### config.mk
export PLATFORM = sky130hd
export DESIGN_NAME = vga_vram_arbiter
export DESIGN_NICKNAME = d
export VERILOG_FILES = /design/src/rtl/vga_pkg.sv /design/src/rtl/vga_clear_engine.sv /design/src/rtl/vga_vram_arbiter.sv
export SDC_FILE = /design/constraint.sdc
export NUM_CORES = 1
export LEC_CHECK = 0
export CAP_MARGIN = 20
export CORE_ASPECT_RATIO = 1.25
export CORE_MARGIN = 2
export CORE_UTILIZATION = 40
export CTS_CLUSTER_DIAMETER = 120
export DETAILED_ROUTE_END_ITERATION = 8
export PLACE_DENSITY = 0.75
export SYNTH_ARGS = -nofsm -noshare
export SYNTH_HDL_FRONTEND = slang
export SYNTH_SLANG_ARGS = --single-unit
### constraint.sdc
create_clock -name vga_clk -period 5.4 [get_ports vga_clk]
set_clock_uncertainty 0.1 [all_clocks]
set_input_delay 0.81 -clock vga_clk [delete_from_list [all_inputs] [get_ports vga_clk]]
set_output_delay 0.81 -clock vga_clk [all_outputs]
set_load 0.01 [all_outputs]
### src/rtl/vga_pkg.sv
// rtl/vga_pkg.sv - shared VGA constants, clear-engine state encoding and scaled-address helper
package vga_pkg;

    localparam int VGA_H_PIX = 640;
    localparam int VGA_V_PIX = 480;
    localparam logic [9:0] NO_REQ = 10'h3ff;

    typedef enum logic {
        ST_IDLE  = 1'b0,
        ST_CLEAR = 1'b1
    } clr_state_t;

    // Word address of a screen coordinate in a frame store downscaled by 2^shift per axis.
    // The row stride is a constant, so the bit loop reduces to a fixed set of shifted adds.
    function automatic logic [31:0] scaled_addr(input logic [9:0] x, input logic [9:0] y,
                                                input int shift, input int h_pix);
        logic [31:0] row;
        logic [31:0] col;
        logic [31:0] stride;
        logic [31:0] acc;
        row    = 32'(y) >> shift;
        col    = 32'(x) >> shift;
        stride = 32'(h_pix) >> shift;
        acc    = col;
        for (int i = 0; i < 32; i++) begin
            if (stride[i]) begin
                acc = acc + (row << i);
            end
        end
        return acc;
    endfunction

endpackage

### src/rtl/vga_clear_engine.sv
// rtl/vga_clear_engine.sv - frame-clear engine: walks every frame word writing a latched colour
module vga_clear_engine
    import vga_pkg::*;
#(
    parameter int DATA_W = 16,
    parameter int ADDR_W = 15,
    parameter int DEPTH  = 19200
) (
    input  logic              vga_clk,
    input  logic              rst,
    input  logic              clr_start,
    input  logic [DATA_W-1:0] clr_color,
    input  logic              slot_free,
    output logic              write_req,
    output logic [ADDR_W-1:0] write_addr,
    output logic [DATA_W-1:0] write_data,
    output logic              busy
);

    localparam logic [ADDR_W-1:0] LAST_ADDR = ADDR_W'(DEPTH - 1);

    clr_state_t        state;
    clr_state_t        next_state;
    logic [ADDR_W-1:0] clr_addr;
    logic [DATA_W-1:0] clr_col;

    always_ff @(posedge vga_clk or posedge rst) begin
        if (rst) begin
            state <= ST_IDLE;
        end else begin
            state <= next_state;
        end
    end

    // A restart request wins over finishing the last word.
    always_comb begin
        next_state = state;
        case (state)
            ST_IDLE:  if (clr_start) next_state = ST_CLEAR;
            ST_CLEAR: if (!clr_start && slot_free && clr_addr == LAST_ADDR) next_state = ST_IDLE;
            default:  next_state = ST_IDLE;
        endcase
    end

    always_ff @(posedge vga_clk or posedge rst) begin
        if (rst) begin
            clr_addr <= '0;
            clr_col  <= '0;
        end else if (clr_start) begin
            clr_addr <= '0;
            clr_col  <= clr_color;
        end else if (state == ST_CLEAR && slot_free) begin
            clr_addr <= (clr_addr == LAST_ADDR) ? '0 : clr_addr + 1'b1;
        end
    end

    always_comb begin
        busy       = (state == ST_CLEAR);
        write_req  = (state == ST_CLEAR) && slot_free;
        write_addr = clr_addr;
        write_data = clr_col;
    end

endmodule

### src/rtl/vga_vram_arbiter.sv
// rtl/vga_vram_arbiter.sv - shares the single VRAM port between display fetch, frame clear and pixel writer
module vga_vram_arbiter
    import vga_pkg::*;
#(
    parameter int H_PIX       = VGA_H_PIX,
    parameter int V_PIX       = VGA_V_PIX,
    parameter int SCALE_SHIFT = 2,
    parameter int DATA_W      = 16,
    parameter int ADDR_W      = 15
) (
    input  logic              vga_clk,
    input  logic              rst,
    input  logic [9:0]        pic_x,
    input  logic [9:0]        pic_y,
    output logic [DATA_W-1:0] pic_data,
    input  logic              wr_req,
    input  logic [ADDR_W-1:0] wr_addr,
    input  logic [DATA_W-1:0] wr_data,
    output logic              wr_ack,
    input  logic              clr_start,
    input  logic [DATA_W-1:0] clr_color,
    output logic              busy,
    output logic [ADDR_W-1:0] mem_addr,
    output logic              mem_we,
    output logic [DATA_W-1:0] mem_wdata,
    input  logic [DATA_W-1:0] mem_rdata
);

    localparam int                DEPTH    = (H_PIX >> SCALE_SHIFT) * (V_PIX >> SCALE_SHIFT);
    localparam logic [ADDR_W-1:0] DEPTH_A  = ADDR_W'(DEPTH);
    localparam logic [9:0]        SUB_MASK = 10'((1 << SCALE_SHIFT) - 1);

    logic              disp_fetch;
    logic [ADDR_W-1:0] disp_addr;
    logic              fetch_d;
    logic [DATA_W-1:0] hold;
    logic              clr_write_req;
    logic [ADDR_W-1:0] clr_write_addr;
    logic [DATA_W-1:0] clr_write_data;

    // Only the first pixel of each horizontal group reads; the rest replay the held word.
    assign disp_fetch = (pic_x != NO_REQ) && ((pic_x & SUB_MASK) == 10'd0);
    assign disp_addr  = ADDR_W'(scaled_addr(pic_x, pic_y, SCALE_SHIFT, H_PIX));

    vga_clear_engine #(
        .DATA_W (DATA_W),
        .ADDR_W (ADDR_W),
        .DEPTH  (DEPTH)
    ) u_clear (
        .vga_clk    (vga_clk),
        .rst        (rst),
        .clr_start  (clr_start),
        .clr_color  (clr_color),
        .slot_free  (!disp_fetch),
        .write_req  (clr_write_req),
        .write_addr (clr_write_addr),
        .write_data (clr_write_data),
        .busy       (busy)
    );

    always_comb begin
        mem_we    = 1'b0;
        mem_addr  = '0;
        mem_wdata = '0;
        wr_ack    = 1'b0;
        if (disp_fetch) begin
            mem_addr = disp_addr;
        end else if (clr_write_req) begin
            mem_we    = 1'b1;
            mem_addr  = clr_write_addr;
            mem_wdata = clr_write_data;
        end else if (!busy && wr_req) begin
            wr_ack = 1'b1;
            // Out-of-frame writes are acknowledged but never reach the RAM.
            if (wr_addr < DEPTH_A) begin
                mem_we    = 1'b1;
                mem_addr  = wr_addr;
                mem_wdata = wr_data;
            end
        end
    end

    always_ff @(posedge vga_clk or posedge rst) begin
        if (rst) begin
            fetch_d <= 1'b0;
            hold    <= '0;
        end else begin
            fetch_d <= disp_fetch;
            if (fetch_d) begin
                hold <= mem_rdata;
            end
        end
    end

    assign pic_data = fetch_d ? mem_rdata : hold;

endmodule

# Word level (Yosys, flattened, before mapping)
# Index checks and enable logic that the tools add are counted.
# totals
register_bits,49
in_bits,87
output_inout_bits,50
# op_classes
addsub,3
magnitude_cmp,1
n_eq_ne,2
mux,22
n_bitwise,1
n_reduce_logical,10
# op_table
cell,count
$mux W15,7
$mux W16,5
$add A14 B15 Y15,1
$add A15 B1 Y15 const B,1
$eq A15 B15 Y1 const B,1
$lt A15 B15 Y1 const B,1
$add A8 B13 Y14,1
$logic_not A10 Y1,1
$ne A10 B10 Y1 const B,1
$mux W1,9
$logic_and A1 B1 Y1,5
$logic_not A1 Y1,3
$pmux W1 S2,1
$reduce_bool A2 Y1,1
$not A1 Y1,1

# Longest topological paths before layout
# Gate-level depths: netlist of run 1.
# logic_depth
ltp_word,7
mapped_depth,9

# Hierarchy
# Synthesis of run 1 repeated with hierarchy kept, for this count alone.
# hier_totals
cells_unflattened,295
area_unflattened_um2,3118.0
# by_module_without_submodules
mod,instances,cells_per_inst,area_per_inst_um2,seq_area_each_um2
vga_vram_arbiter,1,168,1594.0,425.4
vga_clear_engine,1,127,1524.0,800.8

# Worst setup path after synthesis of run 1
# Ideal clock, no wire load.
# synth_path
kind,in2out
from,input pic_x[9]
to,output mem_addr[11]
arrival_ps,2746
t_required_ps,4490
setup_slack_ps,1744
stages,9
cell_sequence,inv_1 -> fa_1 -> inv_1 -> ha_1 -> a211oi_1 -> nor2_1 -> or4b_1 -> a21oi_1 -> a211o_1
# synth_between
elab_chain_len,6
elab_cells_between_ends,8
# synth_rtl
element,line,text
from (decl),vga_vram_arbiter.sv:13,"input logic [9:0] pic_x,"
"parallel branches: the longest is 5 deep, another holds $add A14 B15 Y15",n/a,
$mux W15 (*),vga_vram_arbiter.sv:66,if (disp_fetch) begin
to (decl),vga_vram_arbiter.sv:23,"output logic [ADDR_W-1:0] mem_addr,"
# Mark *: on every way between the ends.

# Final worst setup path of run 1
# layout_path
from,input pic_y[2]
to,output mem_addr[14]
# layout_between
elab_chain_len,3
# layout_rtl
element,line,text
from (decl),vga_vram_arbiter.sv:14,"input logic [9:0] pic_y,"
$add A8 B13 Y14,vga_pkg.sv:27,acc = acc + (row << i);
$add A14 B15 Y15 (*),vga_pkg.sv:27,
$mux W15 (*),vga_vram_arbiter.sv:66,
# Mark *: on every way between the ends. The rest lies on a longest branch, timed or not.

==> insert_results.sql, run 1 <==
INSERT INTO impl_metrics (metric_group, metric, value, unit) VALUES
('floorplanning', 'die_area', '0.00838', 'mm²'),
('sta', 'grt_setup_unrepaired', 'no', ''),
('clock_network', 'clk_pin_slew_worst_paths', '0.08', 'ns'),
('sta', 'tightestPinTransition', '1.03', 'ns'),
('global_routing', 'grt_first_pass_wirelength', '12700', 'µm'),
('floorplanning', 'die_x', '82.3', 'µm'),
('sta', 'fin_hold_ws', '0.390', 'ns'),
('sta', 'finalHoldViolCount', '0', ''),
('routing', 'dr_total_vias', '2834', ''),
('global_routing', 'grt_antenna_before_repair', '0', ''),
('job', 'max-cap-violations', '0', ''),
('clock_network', 'clock_sink_count', '49', ''),
('synth', 'postSynthRegisterBits', '49', ''),
('synth', 'synth_async_sr_flop_share', '100', '%'),
('global_routing', 'grt_util_all_layers', '19.3', '%'),
('sta', 'timing.slew.headroom', '31.7', '%'),
('sta', 'final-max-slew-violation-count', '0', ''),
('synth', 'cell_taking_the_most_area_after_synthesis', 'sky130_fd_sc_hd__dfrtp_1', ''),
('clock_network', 'ctsResizeCount', '0', ''),
('clock_network', 'clock_tree.root_cell', 'sky130_fd_sc_hd__clkbuf_8', ''),
('synth', 'synth.cell_area', '0.00307', 'mm²'),
('floorplanning', 'core_region_area', '0.00740', 'mm²'),
('power_and_ir_drop', 'vdd.ir_drop.worst', '0.000172', 'V'),
('clock_network', 'tritoncts', 'yes', ''),
('worst_setup_path', 'critical_path_class', 'in -> out', ''),
('cells_and_area', 'fraction_of_layout_instances_using_a_drive_strength_above_1', '10.6', '%'),
('synth', 'synth.top_cell.area_share', '40.0', '%'),
('sta', 'timing.final.crit_share', '89.0', '%'),
('synth', 'syn_nets', '394', ''),
('routing', 'dr.first_iter.drc_count', '152', ''),
('cells_and_area', 'insertedDiodeCount', '0', ''),
('placed_design', 'hpwlAfterDp', '6210', 'µm'),
('clock_network', 'holdBufCountCts', '0', ''),
('synth', 'ys_top_cells_by_area', 'sky130_fd_sc_hd__dfrtp_1, sky130_fd_sc_hd__mux2_2, sky130_fd_sc_hd__ha_1', ''),
('global_routing', 'globalRouteOverflowTotal', '0', ''),
('power_and_ir_drop', 'power.density_cell_area', '217', 'mW/mm²'),
('sta', 'tns', '0', 'ns'),
('sta', 'post_route_minimum_period', '4.81', 'ns'),
('power_and_ir_drop', 'total_leakage_power', '1.91', 'nW'),
('clock_network', 'post-cts-setup-buffers', '0', ''),
('status', 'outcome', 'complete, no violations', ''),
('floorplanning', 'initial_core_util', '41.4', '%'),
('worst_setup_path', 'endpoint_kind', 'output port', ''),
('synth', 'postSynthCellCount', '289', ''),
('synth', 'synth_cell_types', '52', ''),
('clock_network', 'clock_path_buffers', '2', ''),
('worst_setup_path', 'startpoint_type', 'input port', ''),
('synth', 'synth.cells.most_frequent', 'sky130_fd_sc_hd__dfrtp_1, sky130_fd_sc_hd__mux2_2, sky130_fd_sc_hd__a22o_1', ''),
('routing', 'number_of_detailed_routing_iterations_run_before_antenna_repair', '4', ''),
('synth', 'postSynthAreaPerCell', '10.6', 'µm²'),
('clock_network', 'numCtsBuffers', '5', ''),
('clock_network', 'clkLatencyLatePin', '0.30', 'ns'),
('clock_network', 'htreeDepth', '2', ''),
('floorplanning', 'placementRows', '35', ''),
('min_path', 'hp-class', 'reg -> reg', ''),
('worst_setup_path', 'cp_max_fo', '3', ''),
('routing', 'drt.antenna.violating_nets', '0', ''),
('cells_and_area', 'area_delta_synth_final', '49.5', '%'),
('cells_and_area', 'final_core_utilization', '61.9', '%'),
('synth', 'yosys_warning_count', '0', ''),
('global_routing', 'grt_start_max_net_pins', '50', ''),
('cells_and_area', 'final_net_count', '522', ''),
('routing', 'detail_route.wirelength', '8060', 'µm'),
('power_and_ir_drop', 'p_total', '0.995', 'mW'),
('placed_design', 'globalplace.congestion', '0.856', ''),
('synth', 'synth_enable_flop_cells', '0', ''),
('global_routing', 'grt_pass1_vias', '2733', ''),
('floorplanning', 'die_y', '102', 'µm'),
('floorplanning', 'io_pins', '137', ''),
('synth', 'synth.most_common_cell', 'sky130_fd_sc_hd__dfrtp_1', ''),
('synth', 'synth-seq-area-share', '40.0', '%'),
('routing', 'route.detailed.vias_per_inst', '5.57', ''),
('routing', 'detail_route.drc_violations', '0', ''),
('worst_setup_path', 'crit_required', '4.49', 'ns'),
('sta', 'timing.fmax', '208', 'MHz'),
('routing', 'average_wire_length_per_cell_after_detail_routing', '15.8', 'µm'),
('placed_design', 'placement.io_buffers', '134', ''),
('synth', 'dominant_register_cell_in_the_synthesized_netlist', 'sky130_fd_sc_hd__dfrtp_1', ''),
('worst_setup_path', 'crit_arrival', '3.90', 'ns'),
('sta', 'setup_viol', '0', '');
[report_power, final]
| part | leakage (nW) | switching (mW) | internal, mW |
|---|---|---|---|
| sequential | 0.604 | 0.0216 | 0.401 |
| combinational | 1.25 | 0.125 | 0.199 |
| clock | 0.0540 | 0.114 | 0.135 |
[cells by family after synthesis]
kind of cell	count (synthesis)	share of synthesized area (%)
simple gates	59	11.6
flops	49	40.0
fa+ha+maj	18	7.84
buf+inv	33	5.02
xor+xnor	7	2.00
compound gates	91	21.8
mux	32	11.8
[layout by cell type (no fill, tap or decap), types with 2 or more instances in the layout]
| cell | synthesis | routed |
|---|---|---|
| sky130_fd_sc_hd__clkdlybuf4s50_1 | 0 | 134 |
| sky130_fd_sc_hd__dfrtp_1 | 49 | 49 |
| sky130_fd_sc_hd__mux2_2 | 23 | 23 |
| sky130_fd_sc_hd__a22o_1 | 18 | 18 |
| sky130_fd_sc_hd__ha_1 | 16 | 16 |
| sky130_fd_sc_hd__inv_1 | 14 | 13 |
| sky130_fd_sc_hd__a21oi_1 | 12 | 12 |
| sky130_fd_sc_hd__o21ai_0 | 11 | 11 |
| sky130_fd_sc_hd__nor2_1 | 10 | 10 |
| sky130_fd_sc_hd__mux2_1 | 9 | 9 |
| sky130_fd_sc_hd__nand3_1 | 9 | 9 |
| sky130_fd_sc_hd__and3_1 | 9 | 9 |
| sky130_fd_sc_hd__a31oi_1 | 7 | 7 |
| sky130_fd_sc_hd__o21ai_1 | 7 | 7 |
| sky130_fd_sc_hd__a221o_1 | 7 | 7 |
| sky130_fd_sc_hd__nand2_1 | 6 | 6 |
| sky130_fd_sc_hd__xor2_1 | 6 | 6 |
| sky130_fd_sc_hd__clkbuf_8 | 0 | 5 |
| sky130_fd_sc_hd__nand4_1 | 4 | 4 |
| sky130_fd_sc_hd__nand2b_1 | 4 | 4 |
| sky130_fd_sc_hd__a211oi_1 | 4 | 4 |
| sky130_fd_sc_hd__a21o_1 | 4 | 4 |
| sky130_fd_sc_hd__buf_4 | 0 | 4 |
| sky130_fd_sc_hd__or2_1 | 3 | 3 |
| sky130_fd_sc_hd__o21a_1 | 3 | 3 |
| sky130_fd_sc_hd__nand3b_1 | 3 | 3 |
| sky130_fd_sc_hd__a22oi_1 | 3 | 3 |
| sky130_fd_sc_hd__inv_2 | 1 | 2 |
| sky130_fd_sc_hd__a32oi_1 | 2 | 2 |
| sky130_fd_sc_hd__o211ai_1 | 2 | 2 |
| sky130_fd_sc_hd__a211o_1 | 2 | 2 |
| sky130_fd_sc_hd__nor2b_1 | 2 | 2 |
| sky130_fd_sc_hd__a222oi_1 | 2 | 2 |
| sky130_fd_sc_hd__a21oi_2 | 2 | 2 |
| sky130_fd_sc_hd__fa_1 | 2 | 2 |
[final timing paths]
check                                            from                     end  slack (ns)  cells after the start
worst max-delay path                         pic_y[2]            mem_addr[14]        0.59                     11
worst min-delay path            u_clear.write_data[8]   u_clear.write_data[8]        0.39                      1
worst max register to register  u_clear.write_addr[0]   u_clear.write_addr[7]        3.00                      6
worst min register to register  u_clear.write_data[8]   u_clear.write_data[8]        0.39                      1
max in group asynchronous                         rst  u_clear.write_data[13]        4.16                      3
min in group asynchronous                         rst                 hold[5]        0.59                      2
[registers in the layout, summed over array words and instances, names as in the netlist]
| signal | flops |
|---|---|
| u_clear.write_addr | 15 |
| u_clear.write_data | 16 |
| u_clear.busy | 1 |
| hold | 16 |
| fetch_d | 1 |
[per-layer routing]
layer / global-route usage [%] / share of wire [%] / up-vias / routed length (µm)
li1: - / - / 1351 / -
met1: 23.3 / 39 / 1375 / 3180
met2: 34.7 / 53 / 98 / 4300
met3: 2.74 / 5.3 / 10 / 424
met4: 6.28 / 1.9 / 0 / 150
met5: 0 / 0 / - / 0
[worst max-delay path: stages]
cell                              delay, ns
sky130_fd_sc_hd__clkdlybuf4s50_1       0.48
sky130_fd_sc_hd__inv_1                 0.06
sky130_fd_sc_hd__fa_1                  0.51
sky130_fd_sc_hd__inv_1                 0.07
sky130_fd_sc_hd__fa_1                  0.48
sky130_fd_sc_hd__a211oi_1              0.40
sky130_fd_sc_hd__o211ai_1              0.16
sky130_fd_sc_hd__a21oi_1               0.17
sky130_fd_sc_hd__xor2_1                0.09
sky130_fd_sc_hd__o21ai_1               0.13
sky130_fd_sc_hd__clkdlybuf4s50_1       0.55
[area by class of cell]
cell class,instances,area (µm²)
Sequential cell,49,1230
Clock buffer,5,68.8
Inverter,15,56.3
Timing Repair Buffer,139,1390
Tap cell,92,115
Clock inverter,2,35.0
Fill cell,631,2820
Multi-Input combinational cell,207,1690
[through the flow]
stage          worst slack (ns)  instance area [µm²]  std cells
6_report                  0.593                 4580        509
3_5_place_dp              0.600                 4460        501
4_1_cts                   0.590                 4560        508
5_1_grt                   0.415                 4580        509
3_3_place_gp              0.631                 4460        501
2_1_floorplan              1.74                 3070        289
No activity file was read; power rests on OpenSTA's default activity.
==> run 2, diff against run 1 <==
--- a/config.mk
+++ b/config.mk
@@ -11,6 +11,7 @@
 export CORE_UTILIZATION = 40
 export CTS_CLUSTER_DIAMETER = 120
 export DETAILED_ROUTE_END_ITERATION = 8
+export MAX_ROUTING_LAYER = met4
 export PLACE_DENSITY = 0.75
 export SYNTH_ARGS = -nofsm -noshare
 export SYNTH_HDL_FRONTEND = slang
==> insert_results.sql, run 2 (synthesized netlist as in run 1, its figures left out) <==
INSERT INTO impl_metrics (metric_group, metric, value, unit) VALUES
('status', 'outcome', 'complete, no violations', ''),
('floorplanning', 'initial_core_util', '41.4', '%'),
('power_and_ir_drop', 'total_leakage_power', '1.91', 'nW'),
('routing', 'detail_route.drc_violations', '0', ''),
('worst_setup_path', 'cp_num_buf_inv', '4', ''),
('routing', 'dr.first_iter.drc_count', '151', ''),
('global_routing', 'grt_first_pass_wirelength', '12700', 'µm'),
('sta', 'tightestPinTransition', '1.03', 'ns'),
('sta', 'timing.slew.headroom', '31.2', '%'),
('routing', 'average_wire_length_per_cell_after_detail_routing', '15.9', 'µm'),
('routing', 'route.detailed.vias_per_inst', '5.54', ''),
('cells_and_area', 'area_delta_synth_final', '49.5', '%'),
('sta', 'finalHoldViolCount', '0', ''),
('clock_network', 'ctsResizeCount', '0', ''),
('sta', 'timing.final.crit_share', '89.3', '%'),
('sta', 'tns', '0', 'ns'),
('cells_and_area', 'layout_common_cells', 'sky130_fd_sc_hd__clkdlybuf4s50_1, sky130_fd_sc_hd__dfrtp_1, sky130_fd_sc_hd__mux2_2', ''),
('power_and_ir_drop', 'power.density_cell_area', '217', 'mW/mm²'),
('cells_and_area', 'most_common_cell_after_layout_fill_and_taps_aside', 'sky130_fd_sc_hd__clkdlybuf4s50_1', ''),
('clock_network', 'holdBufCountCts', '0', ''),
('worst_setup_path', 'crit_required', '4.49', 'ns'),
('sta', 'post_route_minimum_period', '4.82', 'ns'),
('routing', 'number_of_detailed_routing_iterations_run_before_antenna_repair', '4', ''),
('floorplanning', 'io_pins', '137', ''),
('worst_setup_path', 'endpoint_kind', 'output port', ''),
('sta', 'grt_setup_unrepaired', 'no', ''),
('floorplanning', 'die_area', '0.00838', 'mm²'),
('power_and_ir_drop', 'p_total', '0.994', 'mW'),
('clock_network', 'post-cts-setup-buffers', '0', ''),
('sta', 'timing.fmax', '207', 'MHz'),
('clock_network', 'tritoncts', 'yes', ''),
('floorplanning', 'placementRows', '35', ''),
('min_path', 'hp-class', 'reg -> reg', ''),
('floorplanning', 'core_region_area', '0.00740', 'mm²'),
('floorplanning', 'die_y', '102', 'µm'),
('global_routing', 'grt_util_all_layers', '19.9', '%'),
('placed_design', 'hpwlAfterDp', '6210', 'µm'),
('sta', 'setup_viol', '0', ''),
('global_routing', 'grt_start_max_net_pins', '50', ''),
('power_and_ir_drop', 'vdd.ir_drop.worst', '0.000173', 'V'),
('cells_and_area', 'layout.cell_area.non_filler', '0.00458', 'mm²'),
('worst_setup_path', 'worstPathCellList', 'clkdlybuf4s50_1 > inv_1 > fa_1 > inv_1 > fa_1 > a211oi_1 > o211ai_1 > a21oi_1 > xor2_1 > o21ai_1 > clkdlybuf4s50_1', ''),
('worst_setup_path', 'crit_arrival', '3.91', 'ns'),
('cells_and_area', 'fraction_of_layout_instances_using_a_drive_strength_above_1', '10.6', '%'),
('worst_setup_path', 'timing.critical_path.slowest_cell_delay', '0.55', 'ns'),
('worst_setup_path', 'worst_path_dominant_cell_family', 'buffers and inverters', ''),
('worst_setup_path', 'crit_path_top_delay_cell', 'sky130_fd_sc_hd__clkdlybuf4s50_1', ''),
('sta', 'fin_hold_ws', '0.390', 'ns'),
('global_routing', 'grt_antenna_before_repair', '0', ''),
('cells_and_area', 'insertedDiodeCount', '0', ''),
('worst_setup_path', 'critical_path_class', 'in -> out', ''),
('sta', 'final-max-slew-violation-count', '0', ''),
('clock_network', 'clkLatencyLatePin', '0.30', 'ns'),
('clock_network', 'clk_pin_slew_worst_paths', '0.08', 'ns'),
('clock_network', 'htreeDepth', '2', ''),
('floorplanning', 'die_x', '82.3', 'µm'),
('global_routing', 'grt_pass1_vias', '2735', ''),
('routing', 'dr_total_vias', '2820', ''),
('global_routing', 'globalRouteOverflowTotal', '0', ''),
('placed_design', 'placement.cell_area', '0.00446', 'mm²'),
('routing', 'drt.antenna.violating_nets', '0', ''),
('worst_setup_path', 'cp_max_fo', '3', ''),
('placed_design', 'globalplace.congestion', '0.869', ''),
('job', 'max-cap-violations', '0', ''),
('routing', 'detail_route.wirelength', '8110', 'µm'),
('clock_network', 'clock_sink_count', '49', ''),
('clock_network', 'clock_path_buffers', '2', ''),
('worst_setup_path', 'startpoint_type', 'input port', ''),
('clock_network', 'clock_tree.root_cell', 'sky130_fd_sc_hd__clkbuf_8', ''),
('clock_network', 'numCtsBuffers', '5', ''),
('placed_design', 'placement.io_buffers', '134', ''),
('cells_and_area', 'final_net_count', '522', '');
-- run 2: cell counts in the layout (fill, tap and decap cells not counted) --
Identical to the previous run, type by type.
-- run 2: final cells by class --
class / instances / area, µm²
Sequential cell: 49 / 1230
Tap cell: 92 / 115
Clock buffer: 5 / 68.8
Fill cell: 630 / 2820
Clock inverter: 2 / 35.0
Timing Repair Buffer: 139 / 1390
Multi-Input combinational cell: 207 / 1690
Inverter: 15 / 56.3
-- run 2: final timing paths --
kind                                       start               endpoint  slack (ns)  cells after the start
min reg2reg                u_clear.write_data[8]  u_clear.write_data[8]        0.39                      1
min in group asynchronous                    rst                hold[5]        0.62                      2
min                        u_clear.write_data[8]  u_clear.write_data[8]        0.39                      1
max                                     pic_y[2]           mem_addr[14]        0.58                     11
max in group asynchronous                    rst  u_clear.write_addr[4]        4.12                      3
max reg2reg                u_clear.write_addr[0]  u_clear.write_addr[7]        3.01                      6
-- run 2: per-stage QoR --
step                      setup slack (ns)  cells  util, %
final                                0.575    509     61.9
after global routing                 0.415    509     61.9
after CTS                            0.590    508     61.6
after detailed placement             0.600    501     60.2
after global placement               0.631    501     60.2
after floorplan                       1.74    289        -
-- run 2: metal layers --
| metal | vias up | track usage, % | wire (µm) |
|---|---|---|---|
| met5 | - | - | 0 |
| li1 | 1350 | - | - |
| met3 | 10 | 2.47 | 421 |
| met4 | 0 | 6.28 | 170 |
| met2 | 94 | 34.6 | 4330 |
| met1 | 1366 | 23.7 | 3190 |
-- run 2: where the power goes --
part           switching [mW]  internal, mW  leakage, nW
clock                   0.112         0.135       0.0540
sequential             0.0215         0.401        0.604
combinational           0.125         0.199         1.25
==> run 3, diff against run 2 <==
--- a/config.mk
+++ b/config.mk
@@ -9,10 +9,12 @@
 export CORE_ASPECT_RATIO = 1.25
 export CORE_MARGIN = 2
 export CORE_UTILIZATION = 40
+export CTS_BUF_LIST = sky130_fd_sc_hd__clkbuf_8
 export CTS_CLUSTER_DIAMETER = 120
 export DETAILED_ROUTE_END_ITERATION = 8
+export DONT_BUFFER_PORTS = 1
 export MAX_ROUTING_LAYER = met4
-export PLACE_DENSITY = 0.75
+export PLACE_DENSITY = 0.52
 export SYNTH_ARGS = -nofsm -noshare
 export SYNTH_HDL_FRONTEND = slang
 export SYNTH_SLANG_ARGS = --single-unit
==> insert_results.sql, run 3 (synthesized netlist as in run 1, its figures left out) <==
INSERT INTO impl_metrics (metric_group, metric, value, unit) VALUES
('floorplanning', 'initial_core_util', '41.4', '%'),
('sta', 'timing.fmax', '248', 'MHz'),
('floorplanning', 'die_y', '102', 'µm'),
('clock_network', 'clock_path_buffers', '2', ''),
('clock_network', 'post-cts-setup-buffers', '0', ''),
('placed_design', 'placedCellCount', '365', ''),
('cells_and_area', 'num-fill-cells', '716', ''),
('worst_setup_path', 'crit_path_top_delay_cell', 'sky130_fd_sc_hd__a21boi_2', ''),
('worst_setup_path', 'worst_path_dominant_cell_family', 'simple AND/OR/NAND/NOR gates', ''),
('cells_and_area', 'sequential_cell_area', '0.00123', 'mm²'),
('worst_setup_path', 'cp_num_buf_inv', '2', ''),
('sta', 'setup_viol', '0', ''),
('clock_network', 'clk_pin_slew_worst_paths', '0.09', 'ns'),
('cells_and_area', 'insertedDiodeCount', '0', ''),
('power_and_ir_drop', 'total_leakage_power', '1.38', 'nW'),
('worst_setup_path', 'startpoint_type', 'input port', ''),
('sta', 'tightestPinTransition', '0.838', 'ns'),
('sta', 'timing.slew.headroom', '44.0', '%'),
('sta', 'final_critical_path_setup_slack', '1.36', 'ns'),
('clock_network', 'clock_sink_count', '49', ''),
('worst_setup_path', 'path_depth', '6', ''),
('worst_setup_path', 'crit_required', '4.49', 'ns'),
('placed_design', 'placement.io_buffers', '0', ''),
('routing', 'number_of_detailed_routing_iterations_run_before_antenna_repair', '5', ''),
('worst_setup_path', 'critical_path_class', 'in -> out', ''),
('cells_and_area', 'finalNonFillerCells', '374', ''),
('worst_setup_path', 'worstPathCellList', 'or2_1 > inv_2 > nor3b_2 > a21boi_2 > buf_4 > a22o_1', ''),
('min_path', 'hp-class', 'in -> async', ''),
('floorplanning', 'io_pins', '137', ''),
('sta', 'finalHoldViolCount', '0', ''),
('sta', 'tns', '0', 'ns'),
('worst_setup_path', 'crit_arrival', '3.13', 'ns'),
('floorplanning', 'placementRows', '35', ''),
('placed_design', 'hpwlAfterDp', '5360', 'µm'),
('worst_setup_path', 'timing.critical_path.slowest_cell_delay', '0.61', 'ns'),
('clock_network', 'numCtsBuffers', '5', ''),
('routing', 'detail_route.drc_violations', '0', ''),
('global_routing', 'globalRouteOverflowTotal', '0', ''),
('routing', 'route.detailed.vias_per_inst', '6.08', ''),
('sta', 'final-max-slew-violation-count', '0', ''),
('cells_and_area', 'layout_common_cells', 'sky130_fd_sc_hd__dfrtp_1, sky130_fd_sc_hd__mux2_2, sky130_fd_sc_hd__a22o_1', ''),
('placed_design', 'dpl_worst_slack', '1.31', 'ns'),
('floorplanning', 'core_region_area', '0.00740', 'mm²'),
('cells_and_area', 'final_net_count', '386', ''),
('power_and_ir_drop', 'power.density_cell_area', '253', 'mW/mm²'),
('cells_and_area', 'fraction_of_layout_instances_using_a_drive_strength_above_1', '14.9', '%'),
('clock_network', 'holdBufCountCts', '0', ''),
('routing', 'detail_route.wirelength', '7100', 'µm'),
('floorplanning', 'die_x', '82.3', 'µm'),
('clock_network', 'tritoncts', 'yes', ''),
('worst_setup_path', 'worst-r2r-cell-count', '6', ''),
('placed_design', 'globalplace.congestion', '0.737', ''),
('routing', 'dr_total_vias', '2275', ''),
('cells_and_area', 'area_delta_synth_final', '4.53', '%'),
('sta', 'fin_hold_ws', '0.177', 'ns'),
('global_routing', 'grt_antenna_before_repair', '0', ''),
('clock_network', 'clkLatencyLatePin', '0.30', 'ns'),
('cells_and_area', 'multi_input_comb_area', '0.00169', 'mm²'),
('global_routing', 'grt_start_max_net_pins', '50', ''),
('job', 'max-cap-violations', '0', ''),
('floorplanning', 'die_area', '0.00838', 'mm²'),
('sta', 'grt_setup_unrepaired', 'no', ''),
('status', 'outcome', 'complete, no violations', ''),
('global_routing', 'grt_pass1_vias', '2202', ''),
('routing', 'average_wire_length_per_cell_after_detail_routing', '19.0', 'µm'),
('cells_and_area', 'most_common_cell_after_layout_fill_and_taps_aside', 'sky130_fd_sc_hd__dfrtp_1', ''),
('global_routing', 'grt_first_pass_wirelength', '10600', 'µm'),
('routing', 'dr.first_iter.drc_count', '93', ''),
('worst_setup_path', 'endpoint_kind', 'output port', ''),
('clock_network', 'clock_tree.root_cell', 'sky130_fd_sc_hd__clkbuf_8', ''),
('clock_network', 'htreeDepth', '2', ''),
('sta', 'post_route_minimum_period', '4.04', 'ns'),
('global_routing', 'grt_util_all_layers', '17.1', '%'),
('worst_setup_path', 'cp_max_fo', '17', ''),
('sta', 'timing.final.crit_share', '74.7', '%'),
('routing', 'drt.antenna.violating_nets', '0', ''),
('power_and_ir_drop', 'vdd.ir_drop.worst', '0.000129', 'V'),
('clock_network', 'ctsResizeCount', '0', '');
[run 3: path summary, 6_finish.rpt]
| check | startpoint | slack, ns | to |
|---|---|---|---|
| setup / recovery | pic_x[0] | 1.36 | mem_wdata[2] |
| hold / removal | rst | 0.18 | hold[6] |
| setup reg to reg | u_clear.write_addr[0] | 3.08 | u_clear.write_addr[7] |
| hold reg to reg | u_clear.write_data[12] | 0.40 | u_clear.write_data[12] |
| max in group asynchronous | rst | 4.55 | u_clear.write_addr[2] |
| min in group vga_clk | u_clear.write_data[12] | 0.40 | u_clear.write_data[12] |
[run 3: layout make-up]
| type | instances | share of cell area, % |
|---|---|---|
| well taps | 92 | 3.59 |
| repair buffers | 3 | 1.09 |
| multi-input cells | 207 | 52.7 |
| flip-flops and latches | 49 | 38.3 |
| inverters | 15 | 1.76 |
| clock inverters | 3 | 0.430 |
| clock buffers | 5 | 2.15 |
[run 3: where the power goes]
group          internal (mW)  leakage, nW  switching (mW)  total, mW
logic                 0.0790        0.724           0.100      0.179
clock network         0.0882       0.0491           0.121      0.209
registers              0.401        0.604          0.0221      0.423
total                  0.568         1.38           0.243      0.812
[run 3: metal layers]
layer	global-route usage, %	up-vias	wire, µm
li1	-	1069	-
met1	18.7	1107	2800
met2	30.9	91	3770
met3	3.18	8	486
met4	5.26	0	51
met5	-	-	0
[run 3: metrics by stage]
| stage | util [%] | power, mW | cell area, µm² |
|---|---|---|---|
| final | 43.3 | 0.812 | 3200 |
| after global placement | 41.9 | 0.606 | 3100 |
| after CTS | 43.0 | 0.821 | 3180 |
| after global routing | 43.3 | 0.856 | 3200 |
| after floorplan | - | 0.583 | 3070 |
| after detailed placement | 41.9 | 0.609 | 3100 |
